`config.mk`:
```
export PLATFORM = sky130hd
export DESIGN_NAME = object_spawner
export DESIGN_NICKNAME = d
export VERILOG_FILES = /design/src/rtl/object_spawner.sv
export SDC_FILE = /design/constraint.sdc
export NUM_CORES = 1
export LEC_CHECK = 0
export ABC_CLOCK_PERIOD_IN_PS = 2200
export CAP_MARGIN = 40
export CORE_MARGIN = 10
export CORE_UTILIZATION = 50
export CTS_BUF_LIST = sky130_fd_sc_hd__clkbuf_8
export CTS_CLUSTER_SIZE = 14
export DETAILED_ROUTE_END_ITERATION = 7
export PLACE_DENSITY = 0.78
export SYNTH_ARGS = -nofsm -noshare
export SYNTH_HDL_FRONTEND = slang
export SYNTH_HIERARCHICAL = 1
export SYNTH_SLANG_ARGS = --single-unit
```
`constraint.sdc`:
```
create_clock -name Clk -period 2.2 [get_ports Clk]
set_input_delay 0.44 -clock Clk [delete_from_list [all_inputs] [get_ports Clk]]
set_output_delay 0.44 -clock Clk [all_outputs]
set_load 0.01 [all_outputs]
```
`src/rtl/object_spawner.sv`:
```
// object_spawner -- spawn scheduler and score/combo arbiter for the catch game.
//
// Every `period` frame ticks the scheduler picks the lowest-index free slot. It
// then fires a one-cycle object_on pulse to that slot, with an LFSR-derived x
// centre and object code.
//
// Per-slot catch events are held pending and drained one per cycle,
// round-robin, into a single registered score stream. Per-slot miss events are
// ORed into a registered combo_clear pulse.
//
// Optional build macro: SPAWN_SPEEDUP_EN. When it is defined, every 8th spawn
// shortens the spawn period by one frame, down to MIN_PERIOD. When it is left
// undefined, the period is fixed at SPAWN_PERIOD.
//
// Ports:
//   Clk              system clock (50 MHz)
//   Reset            synchronous, active-high reset
//   frame_clk        ~60 Hz frame strobe (asynchronous level)
//   game_active      spawning enabled while high
//   slot_idle[i]     slot i free to take a new object
//   hit[i]           catch pulse from slot i
//   hit_pts[4i+:4]   points value of slot i
//   miss[i]          combo-break pulse from slot i
//   object_on        one-hot, one-cycle spawn pulse
//   object_position  x centre of the spawned object (48..559)
//   obj_code         type of the spawned object
//   score_valid      one-cycle score event
//   score_pts        points carried by the score event
//   combo_clear      one-cycle combo-clear pulse

// One pending-catch bit per slot. A hit landing in the same cycle as this
// slot's grant wins, so the new catch is not lost.
module object_spawner_pend (
  input  logic Clk,
  input  logic Reset,
  input  logic hit,
  input  logic grant,
  output logic pending
);
  always_ff @(posedge Clk) begin
    if (Reset) pending <= 1'b0;
    else       pending <= (pending & ~grant) | hit;
  end
endmodule

module object_spawner #(
  parameter int          N_SLOTS      = 4,
  parameter logic [9:0]  SPAWN_PERIOD = 10'd90,
  parameter logic [9:0]  MIN_PERIOD   = 10'd30,
  parameter logic [15:0] SEED         = 16'hACE1
) (
  input  logic                 Clk,
  input  logic                 Reset,
  input  logic                 frame_clk,
  input  logic                 game_active,
  input  logic [N_SLOTS-1:0]   slot_idle,
  input  logic [N_SLOTS-1:0]   hit,
  input  logic [4*N_SLOTS-1:0] hit_pts,
  input  logic [N_SLOTS-1:0]   miss,
  output logic [N_SLOTS-1:0]   object_on,
  output logic [9:0]           object_position,
  output logic [1:0]           obj_code,
  output logic                 score_valid,
  output logic [3:0]           score_pts,
  output logic                 combo_clear
);
  localparam int SW = (N_SLOTS > 1) ? $clog2(N_SLOTS) : 1;

  typedef enum logic [1:0] {IDLE, WAIT, PICK, FIRE} state_t;

  typedef struct packed {
    logic [9:0] x;
    logic [1:0] code;
  } spawn_t;

  state_t        state;
  logic [9:0]    frame_cnt;
  logic [9:0]    period;
  logic [SW-1:0] sel;
  spawn_t        spawn;
  logic [15:0]   lfsr;
  logic          frame_clk_delayed;
  logic          frame_tick;

  // frame edge detect
  always_ff @(posedge Clk) begin
    if (Reset) begin
      frame_clk_delayed <= 1'b0;
      frame_tick        <= 1'b0;
    end else begin
      frame_clk_delayed <= frame_clk;
      frame_tick        <= frame_clk & ~frame_clk_delayed;
    end
  end

  // 16-bit Fibonacci LFSR, taps 16,14,13,11, free-running
  always_ff @(posedge Clk) begin
    if (Reset) lfsr <= SEED;
    else       lfsr <= {lfsr[14:0], lfsr[15] ^ lfsr[13] ^ lfsr[12] ^ lfsr[10]};
  end

  // lowest-index free slot
  logic          free_any;
  logic [SW-1:0] free_sel;
  always_comb begin
    free_any = 1'b0;
    free_sel = '0;
    for (int i = N_SLOTS - 1; i >= 0; i--) begin
      if (slot_idle[i]) begin
        free_any = 1'b1;
        free_sel = SW'(i);
      end
    end
  end

`ifdef SPAWN_SPEEDUP_EN
  logic [2:0] spawn_cnt;
  // The reload in the FIRE cycle still sees the old period, so a shortened
  // period first takes effect at the following reload.
  always_ff @(posedge Clk) begin
    if (Reset) begin
      period    <= SPAWN_PERIOD;
      spawn_cnt <= 3'd0;
    end else if (state == FIRE) begin
      spawn_cnt <= spawn_cnt + 3'd1;
      if (spawn_cnt == 3'd7 && period > MIN_PERIOD) period <= period - 10'd1;
    end
  end
`else
  assign period = SPAWN_PERIOD;
  // MIN_PERIOD only matters when the speed-up build is selected.
  logic unused_min_period;
  assign unused_min_period = ^MIN_PERIOD;
`endif

  // spawn FSM
  always_ff @(posedge Clk) begin
    if (Reset) begin
      state     <= IDLE;
      frame_cnt <= SPAWN_PERIOD;
      sel       <= '0;
      object_on <= '0;
      spawn     <= '{x: 10'd320, code: 2'b00};
    end else begin
      object_on <= '0;
      unique case (state)
        IDLE: begin
          frame_cnt <= period;
          if (game_active) state <= WAIT;
        end
        WAIT: begin
          if (!game_active)        state     <= IDLE;
          else if (frame_cnt == 0) state     <= PICK;
          else if (frame_tick)     frame_cnt <= frame_cnt - 10'd1;
        end
        // Waits here while every slot is busy. Nothing is queued, so the
        // spawn fires exactly once when a slot frees up.
        PICK: begin
          if (!game_active) state <= IDLE;
          else if (free_any) begin
            sel        <= free_sel;
            spawn.x    <= {1'b0, lfsr[8:0]} + 10'd48;
            spawn.code <= lfsr[11:10];
            state      <= FIRE;
          end
        end
        FIRE: begin
          object_on <= N_SLOTS'(1) << sel;
          frame_cnt <= period;
          state     <= WAIT;
        end
        default: state <= IDLE;
      endcase
    end
  end

  assign object_position = spawn.x;
  assign obj_code        = spawn.code;

  // score arbiter
  logic [N_SLOTS-1:0] pending;
  logic [N_SLOTS-1:0] gnt;
  logic               gnt_any;
  logic [SW-1:0]      gnt_idx;
  logic [SW-1:0]      rr_ptr;

  object_spawner_pend u_pend [N_SLOTS-1:0] (
    .Clk     (Clk),
    .Reset   (Reset),
    .hit     (hit),
    .grant   (gnt),
    .pending (pending)
  );

  // first pending slot at or after rr_ptr, wrapping
  always_comb begin : p_arb
    int idx;
    idx     = 0;
    gnt_any = 1'b0;
    gnt_idx = '0;
    for (int k = 0; k < N_SLOTS; k++) begin
      idx = int'(rr_ptr) + k;
      if (idx >= N_SLOTS) idx = idx - N_SLOTS;
      if (!gnt_any && pending[idx]) begin
        gnt_any = 1'b1;
        gnt_idx = SW'(idx);
      end
    end
    gnt = gnt_any ? (N_SLOTS'(1) << gnt_idx) : '0;
  end

  always_ff @(posedge Clk) begin
    if (Reset) begin
      score_valid <= 1'b0;
      score_pts   <= 4'd0;
      rr_ptr      <= '0;
      combo_clear <= 1'b0;
    end else begin
      score_valid <= gnt_any;
      combo_clear <= |miss;
      if (gnt_any) begin
        score_pts <= hit_pts[{gnt_idx, 2'b00} +: 4];
        rr_ptr    <= (gnt_idx == SW'(N_SLOTS - 1)) ? '0 : gnt_idx + SW'(1);
      end
    end
  end
endmodule

```
==> reports/qor.csv, run 1 <==
metric;value;unit
status;finished clean;
Ys Warns;6;
Rel. slew slack;73.1;%
Critical Path RT;2.47;ns
vias per cell;5.00;
Detailed Route Iter0 Violations;94;
TritonCTS Sinks;60;
CTS tree;yes;
PortBufs;53;
WL final;5820;µm
Design Power;2.82;mW
Hold WC Path Type;reg -> reg;
P per Cell Area;795;mW/mm²
pre-CTS setup slack;-0.00526;ns
worst-path fanout max;8;
Leak Pwr;1.36;nW
number of flops mapped to enable cells by yosys;0;
Skew-Pair Late Insertion Delay;0.34;ns
Post-Layout Cell Count;433;
Critical Path Start;slot_idle[2];
layout net count;400;
vias;2167;
design area;0.00354;mm²
die area;0.00864;mm²
most common cell after layout, fill and taps aside;dfxtp_1;
# diodes;0;
# setup viols final;0;
CP Buf/Inv Count;2;
min cycle time layout;1.89;ns
Core Region;0.00514;mm²
vias in the first global route;2156;
clock root buffer;clkbuf_8;
Crit path largest cell delay;0.56;ns
Setup CP Type;in -> reg;
drt pass-1 iters;4;
residual DRC count;0;
num rows;26;
setup ws final;0.313;ns
Cells after Synth;292;
Hold Path Origin;frame_clk_delayed$_SDFF_PP0_;
first-pass GRT wire length;9820;µm
placed cells;417;
global placement routability congestion;0.801;
GR Overflow Total;0;
most frequent cells in the layout;60 x dfxtp_1, 53 x clkdlybuf4s50_1, 29 x nor2_1, 26 x nand2_1, 17 x inv_1;
Die Y;92.9;µm
Initial Util;51.8;%
area of placed instances;0.00333;mm²
ANT nets after route;0;
Max Slew Vio Count;0;
setup bufs post-CTS;0;
I/O Pins;54;
H-tree Lvls;3;
startpoint class of the critical path;primary input;
largest net degree at the start of global routing;25;
fin crit share;85.8;%
Slowest-stage cell, CP;or4_1;
Clock Skews;0.00692;ns
maximum clock frequency;530;MHz
final hold vios;0;
syn_nets;334;
PostCTS Resize Cnt;0;
initial antenna violation count;0;
hpwl dp;4320;µm
synthesized area per cell;9.11;µm²
worst r2r src;frame_cnt[0]$_SDFFE_PP0P_;
synth unique cells;44;
post-synthesis sequential area ratio;45.2;%
Peak VDD IR;0.434;mV
Worst-Margin Slew;0.400;ns
Post-synth ARST share;0;%
synthesized flop and latch total;60;
Main synth FF type;dfxtp_1;
Setup TNS;0;ns
Die X;92.9;µm
hold buffer count at cts;0;
GRT Util Overall;13.9;%
CP cell instances;clkdlybuf4s50_1 -> or4_1 -> nand3_1 -> buf_4 -> nand2_1 -> a21oi_1;
clk slew on worst S/H paths;0.07;ns
Max clock buf depth;2;
max_cap viols;0;
Synth Cell Area;0.00266;mm²
Avg WL per Cell;13.4;µm
share of layout cells above drive strength 1;13.2;%
Worst EP arrival;2.16;ns
CTS Buf Count;9;
RSZ-0062 raised after global routing;false;
Crit path max-delay family;simple AND/OR/NAND/NOR gates;
Syn-to-layout area delta;33.1;%
Setup crit end kind;register;
state kept, by name, summed over array words and instances, names as in the netlist, 4 cells and up:
name             cells
frame_cnt           10
object_on            4
u_pend/pending       4
score_pts            4
object_position     10
lfsr                16
synth_stat cells, types with 6 or more instances:
library cell / instances / area share (%)
a211oi_1: 11 / 3.1
a21oi_1: 16 / 3.0
clkbuf_1: 6 / 0.85
dfxtp_1: 60 / 45
ha_1: 10 / 4.7
inv_1: 16 / 2.3
mux2i_1: 6 / 2.3
nand2_1: 26 / 3.7
nand2b_1: 6 / 1.4
nor2_1: 29 / 4.1
nor2b_1: 12 / 2.8
nor3_1: 6 / 1.1
o21ai_0: 8 / 1.5
or2_2: 7 / 1.6
xor2_1: 10 / 3.3
path summary, 6_finish.rpt:
check	depth (start not counted)	slack, ns	endpoint
setup / recovery	6	0.31	object_position[1]$_SDFFE_PP0P_
setup reg to reg	7	0.32	frame_cnt[6]$_SDFFE_PP1P_
hold reg to reg	1	0.39	frame_tick$_SDFF_PP0_
hold / removal	1	0.39	frame_tick$_SDFF_PP0_
layout make-up:
type / instances / area, µm²
clock buffers: 9 / 124
clock inverters: 7 / 91.3
fillers: 421 / 1600
inverters: 16 / 60.1
multi-input cells: 206 / 1360
flip-flops and latches: 60 / 1200
well taps: 70 / 87.6
repair buffers: 65 / 621
logic make-up after synthesis:
| group | after synthesis | synth area share (%) |
|---|---|---|
| buf+inv | 26 | 3.86 |
| fa+ha+maj | 10 | 4.70 |
| xor+xnor | 12 | 3.95 |
| compound gates | 62 | 16.5 |
| simple gates | 114 | 22.7 |
| mux | 8 | 3.10 |
| flops | 60 | 45.2 |
metal layers:
metal	share of wire [%]	up-vias	GRT usage [%]
met2	48	54	23.4
li1	-	1134	-
met3	7.4	6	5.89
met4	1.3	0	5.01
met1	44	973	15.4
met5	0	-	0
power by group:
group	leakage, nW	switching (mW)	internal, mW	total, mW
registers	0.493	0.0619	1.16	1.22
logic	0.753	0.251	0.277	0.528
clock network	0.115	0.434	0.635	1.07
total	1.36	0.747	2.07	2.82
through the flow:
step / util (%) / hold slack [ns]
finish: 68.9 / 0.391
floorplan: - / 0.367
detailed placement: 64.7 / 0.384
CTS: 68.9 / 0.393
global route: 68.9 / 0.402
global placement: 64.7 / 0.371
Note: power is estimated with default switching activity, not from simulation.
==> run 2: changes to the inputs <==
Settings changed: CAP_MARGIN 40 to 30, CTS_CLUSTER_SIZE 14 to unset.
==> results of run 2 <==
No change in the layout: final DEF, timing and power equal those of run 1.
